### src/rtl/alu_pkg.sv
// alu_pkg: definitions shared by the command issuer and its FIFO.
// Provides the command width, the bit positions of the command fields,
// the opcode constants (OP_CAS marks compare-and-swap), the issuer state enum
// and a helper that extracts the opcode from a command word.
package alu_pkg;

  localparam int CMD_W = 12;

  // Command field positions: [11:9] opcode, [8:6] addr1, [5:3] addr2, [2:0] addr3
  localparam int OPC_MSB = 11;
  localparam int OPC_LSB = 9;
  localparam int A1_MSB  = 8;
  localparam int A1_LSB  = 6;
  localparam int A2_MSB  = 5;
  localparam int A2_LSB  = 3;
  localparam int A3_MSB  = 2;
  localparam int A3_LSB  = 0;

  localparam logic [2:0] OP_NOP = 3'b000;
  localparam logic [2:0] OP_ADD = 3'b001;
  localparam logic [2:0] OP_SUB = 3'b010;
  localparam logic [2:0] OP_AND = 3'b011;
  localparam logic [2:0] OP_OR  = 3'b100;
  localparam logic [2:0] OP_XOR = 3'b101;
  localparam logic [2:0] OP_MOV = 3'b110;
  localparam logic [2:0] OP_CAS = 3'b111;

  typedef enum logic [1:0] {
    ST_IDLE  = 2'd0,
    ST_ISSUE = 2'd1,
    ST_WAIT  = 2'd2
  } issuer_state_e;

  function automatic logic [2:0] cmd_opcode(input logic [CMD_W-1:0] cmd);
    return cmd[OPC_MSB:OPC_LSB];
  endfunction

endpackage

### src/rtl/command_issuer_if.sv
// command_issuer_if: host-side command handshake plus the controller-side
// command/syscall/done signals of the command issuer.
//   in_valid/in_cmd (host -> issuer), in_ready (issuer -> host)
//   command/syscall (issuer -> controller), done (controller -> issuer)
// Handshake: a transfer happens on a rising edge where in_valid and in_ready
// are both high; in_ready does not depend on in_valid, and the host keeps
// in_cmd stable while in_valid is high and in_ready is low.
interface command_issuer_if;
  import alu_pkg::*;

  logic             in_valid;
  logic             in_ready;
  logic [CMD_W-1:0] in_cmd;
  logic [CMD_W-1:0] command;
  logic             syscall;
  logic             done;

  // master: host + controller side
  modport master (
    output in_valid, in_cmd, done,
    input  in_ready, command, syscall
  );

  // slave: the issuer
  modport slave (
    input  in_valid, in_cmd, done,
    output in_ready, command, syscall
  );
endinterface

### src/rtl/cmd_fifo.sv
// cmd_fifo: synchronous first-in first-out command buffer.
// Ports: clk, rst_n (async active-low), push_i/wdata_i write side,
// pop_i read side with rdata_o showing the head, full_o, empty_o.
// Push is ignored while full, pop is ignored while empty. A pushed entry is
// visible at the head only from the cycle after the push.
module cmd_fifo #(
  parameter int W     = 12,
  parameter int DEPTH = 4
) (
  input  logic         clk,
  input  logic         rst_n,
  input  logic         push_i,
  input  logic [W-1:0] wdata_i,
  input  logic         pop_i,
  output logic [W-1:0] rdata_o,
  output logic         full_o,
  output logic         empty_o
);
  localparam int AW    = $clog2(DEPTH);
  localparam int CNT_W = AW + 1;

  logic [W-1:0]     mem_q [DEPTH];
  logic [AW-1:0]    wr_ptr_q, wr_ptr_d;
  logic [AW-1:0]    rd_ptr_q, rd_ptr_d;
  logic [CNT_W-1:0] count_q, count_d;
  logic             push_ok, pop_ok;

  assign full_o  = (count_q == CNT_W'(DEPTH));
  assign empty_o = (count_q == '0);
  assign push_ok = push_i && !full_o;
  assign pop_ok  = pop_i && !empty_o;
  assign rdata_o = mem_q[rd_ptr_q];

  always_comb begin
    wr_ptr_d = wr_ptr_q;
    rd_ptr_d = rd_ptr_q;
    count_d  = count_q;
    if (push_ok) wr_ptr_d = wr_ptr_q + AW'(1);
    if (pop_ok)  rd_ptr_d = rd_ptr_q + AW'(1);
    if (push_ok && !pop_ok) count_d = count_q + CNT_W'(1);
    else if (pop_ok && !push_ok) count_d = count_q - CNT_W'(1);
  end

  always_ff @(posedge clk or negedge rst_n) begin
    if (!rst_n) begin
      wr_ptr_q <= '0;
      rd_ptr_q <= '0;
      count_q  <= '0;
    end else begin
      wr_ptr_q <= wr_ptr_d;
      rd_ptr_q <= rd_ptr_d;
      count_q  <= count_d;
    end
  end

  // Storage needs no reset: the pointers define which entries are live.
  always_ff @(posedge clk) begin
    if (push_ok) mem_q[wr_ptr_q] <= wdata_i;
  end
endmodule

### src/rtl/command_issuer.sv
// command_issuer: queues host commands and issues them one at a time to an
// ALU controller, waiting for done or abandoning the command on timeout.
// Ports: clk, rst_n (async active-low); bus (command_issuer_if.slave) with the
// host handshake and command/syscall/done; err_clr clears timeout_err; busy;
// issued_count / cas_count completion counters; timeout_err sticky flag;
// dbg_state_o exposes the FSM state.
module command_issuer
  import alu_pkg::*;
#(
  parameter int DEPTH   = 4,
  parameter int TIMEOUT = 8
) (
  input  logic                clk,
  input  logic                rst_n,
  command_issuer_if.slave     bus,
  input  logic                err_clr,
  output logic                busy,
  output logic [7:0]          issued_count,
  output logic [7:0]          cas_count,
  output logic                timeout_err,
  output issuer_state_e       dbg_state_o
);
  localparam int CW = $clog2(TIMEOUT) + 1;
  localparam logic [CW-1:0] WAIT_LAST = CW'(TIMEOUT - 1);

  issuer_state_e    state_q, state_d;
  logic [CMD_W-1:0] command_q, command_d;
  logic             syscall_q, syscall_d;
  logic [CW-1:0]    wait_cnt_q, wait_cnt_d;
  logic [7:0]       issued_q, issued_d;
  logic [7:0]       cas_q, cas_d;
  logic             err_q, err_d;
  logic             pop;
  logic             timeout_hit;
  logic [CMD_W-1:0] fifo_rdata;
  logic             fifo_full, fifo_empty;

  cmd_fifo #(.W(CMD_W), .DEPTH(DEPTH)) u_fifo (
    .clk     (clk),
    .rst_n   (rst_n),
    .push_i  (bus.in_valid),
    .wdata_i (bus.in_cmd),
    .pop_i   (pop),
    .rdata_o (fifo_rdata),
    .full_o  (fifo_full),
    .empty_o (fifo_empty)
  );

  // State register
  always_ff @(posedge clk or negedge rst_n) begin
    if (!rst_n) state_q <= ST_IDLE;
    else        state_q <= state_d;
  end

  // Next-state logic; done takes priority over the timeout in WAIT
  always_comb begin
    state_d = state_q;
    case (state_q)
      ST_IDLE:  if (!fifo_empty) state_d = ST_ISSUE;
      ST_ISSUE: state_d = ST_WAIT;
      ST_WAIT:  if (bus.done || (wait_cnt_q == WAIT_LAST)) state_d = ST_IDLE;
      default:  state_d = ST_IDLE;
    endcase
  end

  // Output / datapath logic. The head is popped while leaving IDLE so that
  // command and syscall are both registered and valid during the ISSUE cycle.
  always_comb begin
    pop         = 1'b0;
    command_d   = command_q;
    syscall_d   = 1'b0;
    wait_cnt_d  = wait_cnt_q;
    issued_d    = issued_q;
    cas_d       = cas_q;
    timeout_hit = 1'b0;
    case (state_q)
      ST_IDLE: begin
        if (!fifo_empty) begin
          pop       = 1'b1;
          command_d = fifo_rdata;
          syscall_d = 1'b1;
        end
      end
      ST_ISSUE: wait_cnt_d = '0;
      ST_WAIT: begin
        wait_cnt_d = wait_cnt_q + CW'(1);
        if (bus.done) begin
          issued_d = issued_q + 8'd1;
          if (cmd_opcode(command_q) == OP_CAS) cas_d = cas_q + 8'd1;
        end else if (wait_cnt_q == WAIT_LAST) begin
          timeout_hit = 1'b1;
        end
      end
      default: ;
    endcase
    // Setting the flag wins over a simultaneous clear
    if (timeout_hit)  err_d = 1'b1;
    else if (err_clr) err_d = 1'b0;
    else              err_d = err_q;
  end

  always_ff @(posedge clk or negedge rst_n) begin
    if (!rst_n) begin
      command_q  <= '0;
      syscall_q  <= 1'b0;
      wait_cnt_q <= '0;
      issued_q   <= '0;
      cas_q      <= '0;
      err_q      <= 1'b0;
    end else begin
      command_q  <= command_d;
      syscall_q  <= syscall_d;
      wait_cnt_q <= wait_cnt_d;
      issued_q   <= issued_d;
      cas_q      <= cas_d;
      err_q      <= err_d;
    end
  end

  assign bus.in_ready  = !fifo_full;
  assign bus.command   = command_q;
  assign bus.syscall   = syscall_q;
  assign busy          = (state_q != ST_IDLE) || !fifo_empty;
  assign issued_count  = issued_q;
  assign cas_count     = cas_q;
  assign timeout_err   = err_q;
  assign dbg_state_o   = state_q;
endmodule

### src/flat_wrapper.sv
// flat-port wrapper written by rule: the top's interface ports become plain ports
module command_issuer_flat import alu_pkg::*;
#(
  parameter int DEPTH   = 4,
  parameter int TIMEOUT = 8
)
  (clk, rst_n, err_clr, busy, issued_count, cas_count, timeout_err, dbg_state_o, bus_in_valid, bus_in_cmd, bus_done, bus_in_ready, bus_command, bus_syscall);
  command_issuer_if bus_i ();
  input  logic clk;
  input  logic rst_n;
  input  logic err_clr;
  output logic busy;
  output logic [7:0] issued_count;
  output logic [7:0] cas_count;
  output logic timeout_err;
  output issuer_state_e dbg_state_o;
  input wire logic [$bits(bus_i.in_valid)-1:0] bus_in_valid;
  input wire logic [$bits(bus_i.in_cmd)-1:0] bus_in_cmd;
  input wire logic [$bits(bus_i.done)-1:0] bus_done;
  output wire logic [$bits(bus_i.in_ready)-1:0] bus_in_ready;
  output wire logic [$bits(bus_i.command)-1:0] bus_command;
  output wire logic [$bits(bus_i.syscall)-1:0] bus_syscall;
  assign bus_i.in_valid = bus_in_valid;
  assign bus_i.in_cmd = bus_in_cmd;
  assign bus_i.done = bus_done;
  assign bus_in_ready = bus_i.in_ready;
  assign bus_command = bus_i.command;
  assign bus_syscall = bus_i.syscall;
  command_issuer #(.DEPTH(DEPTH), .TIMEOUT(TIMEOUT)) u_core (.clk(clk), .rst_n(rst_n), .bus(bus_i), .err_clr(err_clr), .busy(busy), .issued_count(issued_count), .cas_count(cas_count), .timeout_err(timeout_err), .dbg_state_o(dbg_state_o));
endmodule
### config.mk
export PLATFORM = sky130hd
export DESIGN_NAME = command_issuer_flat
export DESIGN_NICKNAME = d
export VERILOG_FILES = /design/src/rtl/alu_pkg.sv /design/src/rtl/command_issuer_if.sv /design/src/rtl/cmd_fifo.sv /design/src/rtl/command_issuer.sv /design/src/flat_wrapper.sv
export SDC_FILE = /design/constraint.sdc
export NUM_CORES = 1
export LEC_CHECK = 0
export ABC_AREA = 1
export CORE_MARGIN = 5
export CORE_UTILIZATION = 29
export DETAILED_ROUTE_END_ITERATION = 8
export SETUP_SLACK_MARGIN = 0.3
export SYNTH_ARGS = -nofsm -noshare
export SYNTH_HDL_FRONTEND = slang
export SYNTH_SLANG_ARGS = --single-unit
### constraint.sdc
create_clock -name clk -period 6.05 [get_ports clk]
set_input_delay 1.21 -clock clk [delete_from_list [all_inputs] [get_ports clk]]
set_output_delay 1.21 -clock clk [all_outputs]
set_load 0.01 [all_outputs]
Word level (Yosys, flattened, before mapping)
Memories as Yosys holds them, arrays and structs flattened. A register that Yosys moved wholly into a read port is not among the register bits.
Cells that the tools add are included.
Storage, ports and cells
  flip-flop bits (word level): 31
  RAM bits: 48
  bits of input ports: 17
  output and inout bits: 34
  word-level logic and storage cells: 61
  memories kept: 1
Cells by class
  add/subtract/negate cells: 7
  equality and inequality tests: 7
  muxes and demuxes: 15
  bitwise operators: 1
  reduce and logical (&&, ||, !) cells: 21
Memories
  u_core.u_fifo.mem_q: words 4, bits a word 12, read ports 1, clocked after memory_dff 1, write ports 1, RTL line cmd_fifo.sv:22  | logic [W-1:0] mem_q [DEPTH];
Operators with widths (number)
  $add 8x1->8 const B: 2
  $mux 1: 9
  $pmux 4 s2: 1
  $reduce_bool 2->1: 4
  $eq 3x3->1 const B: 2
  $mux 3: 2
  $pmux 2 s3: 1
  $reduce_and 2->1: 3
  $logic_not 1->1: 5
  $add 2x1->2 const B: 2
  $add 4x1->4 const B: 1
  $eq 4x3->1 const B: 1
  $logic_and 1x1->1: 4
  $mux 2: 2
  $add 3x1->3 const B: 1
  $logic_not 3->1: 1
  $reduce_and 3->1: 1
  $sub 3x1->3 const B: 1
  $eq 2x1->1 const B: 1
  $eq 2x2->1 const B: 1
  $logic_not 2->1: 1
  $logic_or 1x1->1: 2
  $ne 2x1->1 const B: 1
  $ne 2x2->1 const B: 1
  $not 1->1: 1

Logic depth before layout (Yosys ltp)
Gate-level depths: netlist of the first run.
  word-level depth: 7
  gate-level depth with buffers: 11
  gate-level depth less buffers: 11

By module
Synthesis of the first run repeated with hierarchy kept, for this count alone.
Second synthesis, totals
  cell total of the unflattened synthesis: 388
  area total of the unflattened synthesis: 4060.1 um2
Modules (own cells, without submodules)
  cmd_fifo: instances 1, cells each 201, area each 2401.1 um2, sequential area each 1616.6 um2
  command_issuer: instances 1, cells each 187, area each 1659.1 um2, sequential area each 900.9 um2

Least setup slack after synthesis of the first run
OpenSTA, ideal clock, no wires.
  kind: in2reg
  from: in bus_in_valid
  to: reg u_core.u_fifo.count_q[2]
  setup time: 79 ps
  data arrival time: 2316 ps
  required time: 5971 ps
  setup slack: 3655 ps
  stages on the path: 9
  path buffers: 0
  cells stage by stage: nand2_1 > inv_1 > ha_1 > inv_1 > fa_1 > nor2_1 > nor2_1 > nand2_1 > xor2_1
Between the ends
  cells in the longest elaborated chain, start to end: 4
  elaborated cells on any way between the ends: 6
  those cells by class: 1 x mux; 5 x reduce/logical
RTL lines
  start, declared: RTL line flat_wrapper.sv:17  | input wire logic [$bits(bus_i.in_valid)-1:0] bus_in_valid;
  $logic_and 1x1->1 (*): RTL line cmd_fifo.sv:30  | assign push_ok = push_i && !full_o;
  net u_core.u_fifo.push_ok: RTL line cmd_fifo.sv:26  | logic push_ok, pop_ok;
  $logic_not 1->1: RTL line cmd_fifo.sv:41  | else if (pop_ok && !push_ok) count_d = count_q - CNT_W'(1);
  $logic_and 1x1->1: RTL line cmd_fifo.sv:41
  $reduce_bool 2->1 (no source line)
  end signal, assigned: RTL line cmd_fifo.sv:52  | count_q <= count_d;
  end, declared: RTL line cmd_fifo.sv:25  | logic [CNT_W-1:0] count_q, count_d;
Mark *: on every way through the listed nets, which the timed path passes. The rest lies on a longest branch.
A chain may end at the register's enable or synchronous reset.

Worst setup path after layout of the first run
  from: reg u_core.state_q[0] (netlist: u_core.dbg_state_o[0])
  to: out busy
Between the ends
  cells in the longest elaborated chain, start to end: 2
RTL lines
  start, declared: RTL line command_issuer.sv:26  | issuer_state_e state_q, state_d;
  start signal, assigned: RTL line command_issuer.sv:52  | else state_q <= state_d;
  $reduce_bool 2->1: RTL line command_issuer.sv:123  | assign busy = (state_q != ST_IDLE) || !fifo_empty;
  $logic_or 1x1->1: RTL line command_issuer.sv:123
  end, declared: RTL line flat_wrapper.sv:12  | output logic busy;
Every way passes these cells.

==> results of run 1 <==
-- worst min path at each step --
stage | from | endpoint | cells after the start
after global placement | u_core.bus.command[7] | u_core.bus.command[7] | 2
after detailed placement | u_core.bus.command[7] | u_core.bus.command[7] | 2
final | u_core.bus.command[7] | u_core.bus.command[7] | 2
after global routing | u_core.wait_cnt_q[0] | u_core.wait_cnt_q[0] | 1
after CTS | u_core.bus.command[7] | u_core.bus.command[7] | 2
after floorplan | u_core.wait_cnt_q[0] | u_core.wait_cnt_q[0] | 1
-- where the power goes --
group / switching [W] / internal (W) / total (W)
registers: 0.000132 / 0.000830 / 0.000961
clock network: 0.000241 / 0.000325 / 0.000566
logic: 0.000435 / 0.000313 / 0.000747
total: 0.000808 / 0.00147 / 0.00227
-- cells by family (layout without fill, tap and decap cells) --
logic type / Yosys count / in the layout / share of synthesized area (%)
flip-flops: 91 / 91 / 64.5
buffers and inverters: 42 / 99 / 4.49
AO/OA/AOI/OAI: 32 / 32 / 4.14
adder cells (fa/ha/maj): 12 / 12 / 4.04
XOR/XNOR: 14 / 14 / 3.14
AND/OR/NAND/NOR: 184 / 184 / 19.7
-- flip-flops by register name (all words and copies together) (netlist names), 2 cells and up --
| register | cells |
|---|---|
| u_core.u_fifo.mem_q | 48 |
| u_core.bus.command | 12 |
| u_core.cas_count | 8 |
| u_core.issued_count | 8 |
| u_core.wait_cnt_q | 4 |
| u_core.u_fifo.count_q | 3 |
| u_core.dbg_state_o | 2 |
| u_core.u_fifo.rd_ptr_q | 2 |
| u_core.u_fifo.wr_ptr_q | 2 |
-- final cells by class --
type | count | area [sq um]
fill | 1335 | 8370
sequential | 91 | 2520
multi-input combinational | 242 | 1210
timing repair buffer | 50 | 495
clock buffer | 10 | 229
tap | 176 | 220
inverter | 33 | 124
clock inverter | 6 | 72.6
-- layer usage --
| metal | track usage, % | wire length, um |
|---|---|---|
| met3 | 2.71 | 335 |
| met5 | 0 | 0 |
| met4 | 3.41 | 109 |
| met1 | 13.6 | 3620 |
| met2 | 16.5 | 3600 |
-- stage by stage --
| step | setup slack, ns | total power (W) |
|---|---|---|
| 2_1_floorplan | 3.65 | 0.00145 |
| 3_3_place_gp | 2.96 | 0.00172 |
| 3_5_place_dp | 2.86 | 0.00174 |
| 4_1_cts | 3.08 | 0.00231 |
| 5_1_grt | 3.01 | 0.00247 |
| 6_report | 3.11 | 0.00227 |
-- critical path: stages (launching register included) --
cell and delay (ns):
dfrtp_1 0.39, inv_1 0.08, ha_1 0.22, nand4_1 0.15, clkdlybuf4s50_1 0.56
-- cells in the mapped netlist --
cell,n,area share (%)
buf_4,3,0.58
buf_2,4,0.51
nor2_4,1,0.29
nand3_2,1,0.26
o22ai_1,1,0.16
clkbuf_1,1,0.096
nand2_1,92,8.8
inv_1,30,2.9
inv_2,3,0.29
nand2_4,1,0.29
a21oi_1,4,0.51
clkbuf_2,1,0.13
o21ai_1,3,0.38
ha_1,11,3.5
dfrtp_1,43,28
edfxtp_1,48,37
fa_1,1,0.51
nor2_1,64,6.2
nand3_1,17,2.2
nor2_8,1,0.51
nand4_1,4,0.64
nand2_2,1,0.16
nor2_2,1,0.16
xnor2_1,6,1.3
nor3b_1,1,0.19
o21ai_0,24,3.1
xor2_1,8,1.8
==> out/metrics.csv, run 1 <==
stage,metric,value,unit
outcome,status,"finished, final reports clean",
place,hpwl,5.39,mm
timing,hold_viol,0,
clocking,clock_latency,0.34,ns
global_route,gr-total-overflow,0,
clocking,clockRootBuffer,clkbuf_16,
route,drc,0,
logic_synthesis,synthCells,375,
timing,finalSetupTns,0,ns
floorplan,io-pin-count,51,
clocking,cts_buffer_depth,2,
timing,slew_violations,0,
route,routedWlPerCell,12.6,um
worst_setup_path,reg2regPathDepth,4,
route,viasPerCell,4.27,
final_layout,layout_common_cells,"nand2_1 (92), nor2_1 (64), clkdlybuf4s50_1 (49)",
final_layout,fin_area,4870,sq um
pwr,power_density,467,nW/um^2
logic_synthesis,ys_types,27,
worst_setup_path,start_kind,flop,
floorplan,rows,42,
logic_synthesis,ys_ff_latch,91,
logic_synthesis,ys_seq_area_share,64.5,%
worst_setup_path,required,4.84,ns
final_layout,fin_util,36.8,%
floorplan,die_h,126,um
route,vias,2599,
worst_setup_path,crit_end,busy,
route,drt_pass1_iterations,6,
clocking,cts_hold_buf,0,
clocking,clk_pin_slew,0.06,ns
timing,fin_crit_sh,48.7,%
worst_setup_path,crit_start,u_core.dbg_state_o[0],
job,drv_cap,0,
floorplan,die_area,15900,sq um
worst_setup_path,crit_type,reg -> out,
global_route,grt.total_usage,10.3,%
worst_setup_path,rr_endpoint,u_core.u_fifo.mem_q[1][10],
worst_hold_path,min_path_type,reg -> reg,
place,globalplace.congestion,0.773,
global_route,grt_pass1_vias,2705,
place,dp.cells,592,
final_layout,syn2layout_area_growth,24.8,%
clocking,postCtsSetupBuffers,0,
global_route,grt_pass1_wl,13.3,mm
logic_synthesis,ys_warn_count,0,
floorplan,fp.dieW,126,um
timing,finClkSkew,0.00491,ns
final_layout,final_common_cell,nand2_1,
clocking,clock_sinks,91,
final_layout,drive_gt1_share,5.79,%
pwr,p_leak,2.07,nW
worst_setup_path,timing.rr.start,u_core.u_fifo.count_q[0],
timing,worst_pin_slew,1.15,ns
floorplan,coreArea,13200,sq um
logic_synthesis,syn_area,3900,sq um
route,drt_iter0_drc,226,
worst_setup_path,crit_fanout,4,
timing,setup_viol,0,
clocking,h-tree-depth,3,
logic_synthesis,avgSynthCellArea,10.4,sq um
clocking,cts_buffers,9,
timing,worst_hold_slack,0.481,ns
logic_synthesis,synth_fp_nets,404,
timing,fmax,340,MHz
route,wl,7.67,mm
pwr,ir_worst_vdd,0.209,mV
timing,rsz0062_at_grt,no,
global_route,grt_max_degree,44,
clocking,cts_resized,0,
timing,relSlewSlack,22.9,%
final_layout,nNetsFinal,456,
global_route,antenna_found_initial,0,
place,io_buffer_count,50,
route,ant_nets,0,
worst_setup_path,crit_arrival,1.73,ns
place,place_area,4570,sq um
timing,fin_crit,2.94,ns
floorplan,start_util,29.5,%
final_layout,instances_no_fill,608,
worst_setup_path,r2r_slack,3.97,ns
final_layout,diodes,0,
worst_setup_path,endpoint_kind,output port,
clocking,cts_tree,done,
No activity file was read; power rests on OpenSTA's default activity.
==> run 2: changes to the inputs <==
- clock period: 6.05 -> 2.5 ns (I/O delays scaled with it)
==> out/metrics.csv, run 2 (synthesized netlist as in run 1, its figures left out) <==
stage,metric,value,unit,change
outcome,status,"finished, final reports clean",,
worst_setup_path,crit_fanout,3,,-1
timing,finClkSkew,0.00550,ns,+0.000586 ns
worst_setup_path,cp_slowest_cell,clkdlybuf4s50_1,,
pwr,power_density,1150,nW/um^2,+150%
pwr,p_leak,2.13,nW,+2.8%
clocking,cts_buffers,9,,unchanged
clocking,postCtsSetupBuffers,0,,unchanged
floorplan,coreArea,13200,sq um,unchanged
global_route,grt_pass1_wl,13.2,mm,-0.57%
global_route,met1_usage,13.0,%,-0.58 points
worst_setup_path,endpoint_kind,output port,,
final_layout,seq_area,2520,sq um,unchanged
global_route,grt.total_usage,10.4,%,+0.078 points
route,routedWlPerCell,12.4,um,-1.4%
worst_setup_path,cp_top_family,buffers and inverters,,
final_layout,drive_gt1_share,7.26,%,+1.5 points
floorplan,start_util,29.5,%,unchanged
final_layout,nFillCells,1291,,-3.3%
route,vias,2643,,+1.7%
route,drc,0,,unchanged
final_layout,multi_input_area,1210,sq um,unchanged
timing,rsz0062_at_grt,no,,
clocking,clk_pin_slew,0.06,ns,about the same
timing,fin_crit_sh,80.3,%,
place,globalplace.congestion,0.795,,+2.8%
pwr,p_clk_share,26.1,%,+1.2 points
final_layout,instances_no_fill,617,,+1.5%
place,io_buffer_count,50,,unchanged
place,hpwl,5.39,mm,about the same
timing,fmax,498,MHz,
worst_setup_path,r2r_slack,0.56,ns,-3.41 ns
clocking,h-tree-depth,3,,unchanged
place,dp.cells,601,,+1.5%
timing,setup_viol,0,,unchanged
pwr,seqPwrFrac,39.3,%,-3.0 points
worst_setup_path,cp_num_buf_inv,2,,unchanged
timing,slew_violations,0,,unchanged
final_layout,syn2layout_area_growth,27.3,%,
clocking,cts_tree,done,,
clocking,clockRootBuffer,clkbuf_16,,
worst_setup_path,cp_slowest_stage_delay,0.56,ns,about the same
timing,finalSetupTns,0,ns,unchanged
pwr,ir_worst_vdd,0.350,mV,+67%
floorplan,fp.dieW,126,um,unchanged
worst_setup_path,reg2regPathDepth,11,,+7
pwr,p_sw,0.00194,W,+140%
floorplan,rows,42,,unchanged
final_layout,top_register,u_core.u_fifo.mem_q,,
route,drt_iter0_drc,196,,-13%
global_route,use_met3,2.84,%,+0.13 points
floorplan,die_area,15900,sq um,unchanged
final_layout,layout_common_cells,"nand2_1 (92), nor2_1 (64), clkdlybuf4s50_1 (48), edfxtp_1 (48), dfrtp_1 (43)",,
timing,relSlewSlack,67.2,%,+44 points
final_layout,final_common_cell,nand2_1,,
job,drv_cap,0,,unchanged
route,drt_pass1_iterations,4,,-2
pwr,switching_share,33.8,%,-1.7 points
global_route,grt_busiest_layer,met2,,
final_layout,nNetsFinal,465,,+2.0%
global_route,met2_usage,16.8,%,+0.28 points
worst_setup_path,crit_type,reg -> out,,
floorplan,io-pin-count,51,,unchanged
worst_hold_path,min_path_type,in -> async,,
timing,fin_crit,2.01,ns,
global_route,grt_max_degree,27,,-39%
worst_setup_path,required,2.00,ns,-2.84 ns
final_layout,fin_util,37.5,%,+0.75 points
worst_setup_path,crit_cells,3,,-1
global_route,antenna_found_initial,0,,unchanged
worst_setup_path,path_cells,inv_1 -> nand3_1 -> clkdlybuf4s50_1,,
final_layout,diodes,0,,unchanged
timing,worst_pin_slew,0.491,ns,-0.661 ns
route,ant_nets,0,,unchanged
route,wl,7.68,mm,+0.10%
final_layout,largest_reg_flops,48,,unchanged
global_route,grt_pass1_vias,2582,,-4.5%
worst_setup_path,crit_arrival,1.51,ns,-0.22 ns
clocking,cts_buffer_depth,2,,unchanged
clocking,clock_latency,0.33,ns,about the same
pwr,power_frac_comb,34.6,%,+1.7 points
pwr,p_int,0.00380,W,+160%
floorplan,die_h,126,um,unchanged
clocking,clock_sinks,91,,unchanged
route,viasPerCell,4.28,,+0.21%
timing,hold_viol,0,,unchanged
global_route,gr-total-overflow,0,,unchanged
worst_setup_path,start_kind,flop,,
run 2: changes by cell type in the layout (fill, tap and decap cells not counted):
cell / previous run / this run
buf_4: 0 / 9
bufinv_16: 1 / 3
clkbuf_1: 1 / 2
clkdlybuf4s50_1: 49 / 48
clkinv_1: 0 / 1
clkinv_4: 2 / 0
dlygate4sd2_1: 0 / 1
inv_6: 2 / 0
run 2: cell type report:
type,count,area share (%)
clock inverter,5,2.04
clock buffer,11,4.69
sequential,91,50.7
inverter,33,2.49
timing repair buffer,59,11.3
tap,176,4.43
multi-input combinational,242,24.4
run 2: power by group through the flow:
stage	registers, W	clock network [W]	logic [W]
detailed placement	0.00229	0	0.00201
CTS	0.00226	0.00153	0.00203
global route	0.00231	0.00161	0.00227
global placement	0.00228	0	0.00196
finish	0.00225	0.00150	0.00198
floorplan	0.00230	0	0.00122
run 2: metrics by stage:
step | hold slack, ns | instance area (sq um) | setup slack (ns) | total power, W
after floorplan | 0.204 | 3900 | 0.503 | 0.00351
after global placement | 0.439 | 4630 | 0.283 | 0.00424
after global routing | 0.0997 | 4970 | 0.329 | 0.00620
after detailed placement | 0.438 | 4630 | 0.235 | 0.00430
final | 0.0776 | 4970 | 0.493 | 0.00573
after CTS | 0.0813 | 4970 | 0.454 | 0.00582
run 2: per-layer routing:
| metal | vias up | share of wire (%) | routed length (um) |
|---|---|---|---|
| li1 | 1335 | - | - |
| met1 | 1243 | 45 | 3460 |
| met2 | 57 | 48 | 3650 |
| met3 | 8 | 5.6 | 430 |
| met4 | 0 | 1.7 | 128 |
| met5 | - | 0 | 0 |
run 2: what timing repair did:
action | 4_1_cts | 5_1_grt
setup endpoints to repair | 1 | 0
resized for setup | 1 | 0
hold buffers | 0 | 0
run 2: final timing paths:
kind,startpoint,endpoint
max,u_core.u_fifo.count_q[0],bus_in_ready
min in group clk,u_core.bus.command[1],u_core.bus.command[1]
min reg2reg,u_core.bus.command[1],u_core.bus.command[1]
max reg2reg,u_core.u_fifo.count_q[0],u_core.u_fifo.count_q[2]
min,rst_n,u_core.dbg_state_o[1]
max in group asynchronous,rst_n,u_core.bus.command[2]
==> run 3: changes to the inputs <==
- clock period: 2.5 -> 1.7 ns (I/O delays scaled with it)
==> out/metrics.csv, run 3 (synthesized netlist as in run 1, its figures left out) <==
stage,metric,value,unit,change
global_route,grt.total_usage,10.5,%,+0.11 points
floorplan,io-pin-count,51,,unchanged
pwr,power_density,1650,nW/um^2,+43%
route,viasPerCell,4.19,,-2.3%
pwr,power_frac_comb,40.5,%,+5.9 points
final_layout,nNetsFinal,503,,+8.2%
place,pre_cts_ws,-0.232,ns,-0.467 ns
route,drt_pass1_iterations,4,,unchanged
final_layout,largest_reg_flops,48,,unchanged
timing,setup_viol,0,,unchanged
worst_setup_path,crit_type,reg -> reg,,
timing,hold_viol,0,,unchanged
floorplan,coreArea,13200,sq um,unchanged
clocking,cts_buffer_depth,2,,unchanged
timing,finClkSkew,0.00501,ns,-0.000491 ns
clocking,h-tree-depth,3,,unchanged
place,hpwl,5.52,mm,+2.5%
clocking,clock_latency,0.34,ns,about the same
final_layout,syn2layout_area_growth,36.9,%,
timing,slew_violations,0,,unchanged
route,vias,2742,,+3.7%
final_layout,top_register,u_core.u_fifo.mem_q,,
timing,relSlewSlack,62.6,%,-4.6 points
pwr,p_clk_share,22.8,%,-3.3 points
clocking,clockRootBuffer,clkbuf_16,,
timing,worst_pin_slew,0.562,ns,+0.0703 ns
timing,setup_ws,0.0971,ns,-0.395 ns
pwr,ir_worst_vdd,0.614,mV,+76%
pwr,switching_share,35.5,%,+1.7 points
timing,fin_crit,1.60,ns,
timing,worst_hold_slack,0.0694,ns,-0.00828 ns
pwr,p_sw,0.00312,W,+61%
clocking,cts_tree,done,,
place,io_buffer_count,50,,unchanged
clocking,clk_pin_slew,0.06,ns,about the same
global_route,gr-total-overflow,0,,unchanged
clocking,clock_sinks,91,,unchanged
floorplan,die_area,15900,sq um,unchanged
final_layout,layout_common_cells,"nand2_1 (91), nor2_1 (59), edfxtp_1 (48)",,
place,globalplace.congestion,0.761,,-4.2%
worst_setup_path,required,1.93,ns,-0.07 ns
worst_setup_path,endpoint_kind,flop,,
job,drv_cap,0,,unchanged
floorplan,die_h,126,um,unchanged
final_layout,nFillCells,1287,,-0.31%
global_route,antenna_found_initial,0,,unchanged
global_route,grt_max_degree,44,,+63%
worst_setup_path,crit_fanout,3,,unchanged
global_route,grt_pass1_vias,2752,,+6.6%
final_layout,diodes,0,,unchanged
worst_setup_path,start_kind,flop,,
pwr,p_int,0.00568,W,+50%
pwr,p_leak,2.38,nW,+12%
route,wl,8.02,mm,+4.5%
route,drc,0,,unchanged
final_layout,final_common_cell,nand2_1,,
route,routedWlPerCell,12.2,um,-1.6%
timing,fmax,624,MHz,
worst_hold_path,min_path_type,in -> async,,
timing,rsz0062_at_grt,yes,,
final_layout,drive_gt1_share,20.5,%,+13 points
floorplan,fp.dieW,126,um,unchanged
clocking,cts_hold_buf,0,,unchanged
pwr,seqPwrFrac,36.8,%,-2.5 points
clocking,cts_buffers,9,,unchanged
global_route,grt_pass1_wl,13.4,mm,+1.6%
timing,fin_crit_sh,94.3,%,
route,ant_nets,0,,unchanged
floorplan,rows,42,,unchanged
route,drt_iter0_drc,176,,-10%
outcome,status,"finished, final reports clean",,
worst_setup_path,crit_arrival,1.84,ns,+0.33 ns
floorplan,start_util,29.5,%,unchanged
-- run 3: cell type report --
type                    count  area (sq um)  area share (%)
flip-flops and latches     91          2520            47.2
multi-input cells         243          1330            24.9
repair buffers             96           840            15.7
clock buffers              11           243            4.54
well taps                 176           220            4.12
inverters                  33           129            2.41
clock inverters             5          61.3            1.15
-- run 3: path summary, 6_finish.rpt --
path / start / endpoint / slack [ns] / cells after the start
min in group clk: u_core.bus.command[6] / u_core.bus.command[6] / 0.48 / 2
worst max-delay path: u_core.u_fifo.count_q[1] / u_core.u_fifo.count_q[1] / 0.1 / 9
worst min-delay path: rst_n / u_core.cas_count[2] / 0.07 / 2
max in group asynchronous: rst_n / u_core.issued_count[2] / 1.22 / 2
worst min register to register: u_core.bus.command[6] / u_core.bus.command[6] / 0.48 / 2
worst max register to register: u_core.u_fifo.count_q[1] / u_core.u_fifo.count_q[1] / 0.1 / 9
-- run 3: critical path: stages (launching register included) --
cell and delay [ns]:
dfrtp_1 0.40, inv_2 0.09, nand3_2 0.10, nand2_2 0.08, inv_2 0.05, ha_4 0.15
inv_2 0.06, fa_2 0.42, nor2_1 0.11, a21oi_1 0.05
-- run 3: metal layers --
layer / track usage (%) / vias to the layer above / wire, um
met2: 17.0 / 54 / 3810
met5: 0 / - / 0
met4: 3.85 / 0 / 109
met1: 13.3 / 1265 / 3740
li1: - / 1413 / -
met3: 3.18 / 10 / 354
-- run 3: per-stage QoR --
step                      total power, W  util [%]  TNS, ns  instance area (sq um)  std cells
after global routing             0.00946      40.3        0                   5340        655
after detailed placement         0.00656      35.9   -0.441                   4760        612
final                            0.00880      40.3        0                   5340        655
after global placement           0.00648      35.9   -0.333                   4760        612
after floorplan                  0.00526         -   -0.143                   3940        375
after CTS                        0.00875      39.3        0                   5200        645
-- run 3: power by group through the flow --
stage	Combinational (W)	Sequential [W]	Clock (W)
floorplan	0.00188	0.00338	0
global placement	0.00316	0.00332	0
detailed placement	0.00323	0.00333	0
CTS	0.00345	0.00324	0.00206
global route	0.00402	0.00331	0.00214
finish	0.00356	0.00324	0.00200
-- run 3: timing repair --
action	in CTS	in global routing
resized for setup	68	20
setup endpoints to repair	60	82
cloned	0	1
pin swaps	3	4
buffers inserted	17	9
endpoints found under the hold margin	0	0
==> patch 1, RTL diff (config.mk and constraints of run 3) <==
Reset style: synchronous (`rst_n`), changed in 3 clocked blocks. Comments in the files are not updated.
--- a/src/rtl/cmd_fifo.sv
+++ b/src/rtl/cmd_fifo.sv
@@ -42,5 +42,5 @@
   end
 
-  always_ff @(posedge clk or negedge rst_n) begin
+  always_ff @(posedge clk) begin
     if (!rst_n) begin
       wr_ptr_q <= '0;
--- a/src/rtl/command_issuer.sv
+++ b/src/rtl/command_issuer.sv
@@ -48,5 +48,5 @@
 
   // State register
-  always_ff @(posedge clk or negedge rst_n) begin
+  always_ff @(posedge clk) begin
     if (!rst_n) state_q <= ST_IDLE;
     else        state_q <= state_d;
@@ -100,5 +100,5 @@
   end
 
-  always_ff @(posedge clk or negedge rst_n) begin
+  always_ff @(posedge clk) begin
     if (!rst_n) begin
       command_q  <= '0;
Function: differs if rst_n is asserted again (counterexample within 4 cycles, from zero or initial values and one cycle with rst_n low); with rst_n held inactive, the same outputs for 10 cycles.
==> patch 1 against run 3 <==
Sequential cell count is the same; via count grew 7.8%; setup slack lost 27 ps; total power shrank 15%; die area shrank 0.89%; routed wire length grew 6.4%; final area shrank 4.6%; sequential power shrank 11%; synthesized cell count grew 16%; synthesized area shrank 0.96%; critical path type is now reg2out; largest power group is now registers; highest routed layer unchanged.
==> patch 1: results (changes against run 3) <==
| Metric | Value |
|---|---|
| Status | finished, final reports clean (unchanged) |
| GRT Resource Usage Total | 11.3% (was 10.5%) |
| First-pass GRT wire length | 14,300 um (was 13,400 um) |
| Crit path DAT | 1290 ps (was 1840 ps) |
| Overall routed net length | 8530 um (was 8020 um) |
| Synth top area cells | edfxtp_1, dfxtp_1, nor2_1 (was edfxtp_1, dfrtp_1, nand2_1) |
| Hold crit path type | reg2reg (was in2async) |
| Register area share after synthesis | 59.6% (was 64.5%) |
| Hold WS | 470 ps (was 69.4 ps) |
| Syn Area/Cell | 8.91 sq um (was 10.4 sq um) |
| Largest net degree at the start of global routing | 29 (was 44) |
| Post-synth top cells | nor2_1, nand2_1, edfxtp_1 (was nand2_1, nor2_1, edfxtp_1) |
| Post-DP Area | 4720 sq um (was 4760 sq um) |
| Crit end category | output pin (was flip-flop) |
| Met3 usage | 3.41% (was 3.18%) |
| Met1 global-route usage | 13.9% (was 13.3%) |
| Vias/cell | 4.29 (was 4.19) |
| Post-Route M1 WL | 3970 um (was 3740 um) |
| Post-DP HPWL | 5790 um (was 5520 um) |
| R2R Path End | u_core.u_fifo.count_q[2]$_SDFFE_PN0P_ (was u_core.u_fifo.count_q[1]$_DFFE_PN0P_) |
| Unique cell type count in the Yosys netlist | 26 (was 27) |
| Initial drt markers | 116 (was 176) |
| Worst setup path startpoint | u_core.dbg_state_o[1]$_SDFFE_PN0P_ (was u_core.u_fifo.count_q[1]$_DFFE_PN0P_) |
| Met2 GRT Util | 19.0% (was 17.0%) |
| Top Family by Delay on Critical Path | flip-flops (was adder cells) |
| Slowest cell delay on critical path | 360 ps (was 420 ps) |
| Inst Count DP | 666 (was 612) |
| Fmax | 0.614 GHz (was 0.624 GHz) |
| LEAKAGE | 2.15 nW (was 2.38 nW) |
| Pre-CTS WS | -221 ps (was -232 ps) |
| Critical Path Sink | busy (was u_core.u_fifo.count_q[1]$_DFFE_PN0P_) |
## patch 1: layout make-up
type / instances / area, sq um
Fill cell: 1348 / 8040
Timing Repair Buffer: 76 / 684
Sequential cell: 91 / 2320
Clock buffer: 11 / 233
Multi-Input combinational cell: 283 / 1390
Tap cell: 176 / 220
Inverter: 47 / 184
Clock inverter: 5 / 61.3
## patch 1: cell families (layout without fill, tap and decap cells)
family	after synthesis	after routing	share of synthesized area, %
AO/OA/AOI/OAI	50	50	6.60
buffers and inverters	61	139	7.02
AND/OR/NAND/NOR	219	220	22.5
flip-flops	91	91	59.6
adder cells (fa/ha/maj)	12	12	4.08
XOR/XNOR	1	1	0.227
## patch 1: report_power, final
part	leakage, nW	total (mW)	internal, mW	switching (mW)
Sequential	0.796	2.87	2.67	0.192
Clock	0.132	1.98	1.15	0.837
Combinational	1.23	2.62	1.06	1.56
## patch 1: repair_timing
action	in CTS	in global routing
buffers inserted	5	1
resized for setup	56	18
hold buffers	0	0
endpoints found under the setup margin	84	75
pin swaps	3	0
cloned	1	0
==> patch 2, RTL diff (settings of run 3) <==
Without the edit above. Compare `wait_cnt_q` against `WAIT_LAST` with >= in place of ==.
--- a/src/rtl/command_issuer.sv
+++ b/src/rtl/command_issuer.sv
@@ -88,5 +88,5 @@
           issued_d = issued_q + 8'd1;
           if (cmd_opcode(command_q) == OP_CAS) cas_d = cas_q + 8'd1;
-        end else if (wait_cnt_q == WAIT_LAST) begin
+        end else if (wait_cnt_q >= WAIT_LAST) begin
           timeout_hit = 1'b1;
         end
Check against the original RTL: no difference found for any inputs over 10 cycles, from zero or initial values and one cycle with rst_n low; that may be too few to reach the edited logic, so the function may still have changed.
==> patch 2 against run 3 <==
Count of clock-buffer cells in the layout is the same; routed wire length grew 11%; utilization grew 2.3 points; die area grew 1.2%; total power grew 12%; non-clock buffer count grew 13; clock skew is essentially flat; critical path depth grew 2; sequential cell count is the same; via count grew 5.0%; final area grew 6.0%; synthesized area grew 1.3%; first-iteration DRC count shrank 32%; setup slack lost 67 ps; largest power group unchanged; highest routed layer unchanged.
==> patch 2: results (changes against run 3) <==
| Metric | Value |
|---|---|
| Post-DP Area | 4850 sq um (was 4760 sq um) |
| CTS Hold Bufs | 1 (was 0) |
| Crit path DAT | 1930 ps (was 1840 ps) |
| Reg2reg start | u_core.dbg_state_o[1]$_DFFE_PN0P_ (was u_core.u_fifo.count_q[1]$_DFFE_PN0P_) |
| Setup bufs post-CTS | 25 (was 17) |
| Status | finished, final reports clean (unchanged) |
| Final Skew | 4.81 ps (was 5.01 ps) |
| Non-Filler Instances | 674 (was 655) |
| Fin crit share | 98.2% (was 94.3%) |
| Synth top area cells | edfxtp_1, dfrtp_1, nand2_1 (unchanged) |
| Crit-path max FO | 2 (was 3) |
| Initial drt markers | 120 (was 176) |
| Slowest CP cell | dfrtp_1 (was fa_2) |
| Slowest cell delay on critical path | 370 ps (was 420 ps) |
| Wire per inst | 13.2 um (was 12.2 um) |
| R2R Setup Slk | 30 ps (was 100 ps) |
| Vias in the first global route | 2,900 (was 2,752) |
| PostCTS Resize Cnt | 78 (was 68) |
| Slew of the pin with the lowest slew margin | 474 ps (was 562 ps) |
| Reg2Reg Depth | 11 (was 9) |
| Internal power | 6.26 mW (was 5.68 mW) |
| Fillcell total | 1,228 (was 1,287) |
| Post-Synth Adder-Cell Area | 3.99% (was 4.04%) |
| LEAKAGE | 2.54 nW (was 2.38 nW) |
| Vias | 2,880 (was 2,742) |
| Unique cell type count in the Yosys netlist | 29 (was 27) |
| Hold WS | 451 ps (was 69.4 ps) |
| Inst Count DP | 620 (was 612) |
| GRT Resource Usage Total | 11.6% (was 10.5%) |
| Compound-cell area share of the yosys netlist | 4.43% (was 4.14%) |
==> patch 2: cell count changes after synthesis, sizes merged, moves of 2 or more <==
cell / before / now
nand2: 94 / 103
nor2: 67 / 59
xnor2: 6 / 2
inv: 33 / 36
nand3: 18 / 15
nand3b: 0 / 3
nor3: 0 / 2
o21ai: 27 / 29
==> patch 2: layer usage <==
metal	GRT usage, %	share of wire (%)	vias up
li1	-	-	1465
met1	14.2	46	1357
met2	19.4	49	45
met3	2.86	3.7	13
met4	4.92	1.9	0
met5	0	0	-
==> patch 2: area by class of cell <==
type,instances,share of cell area [%]
well taps,176,3.89
clock inverters,5,1.10
repair buffers,109,18.3
clock buffers,11,4.29
flip-flops and latches,91,44.5
inverters,36,2.81
multi-input cells,245,25.1
repair inverters,1,0.133
==> patch 2: power groups by stage <==
stage,combinational (mW),clock [mW],sequential [mW]
floorplan,1.90,0,3.39
global placement,3.35,0,3.29
detailed placement,3.44,0,3.31
CTS,3.98,2.07,3.25
global route,5.07,2.18,3.30
finish,4.56,2.02,3.25
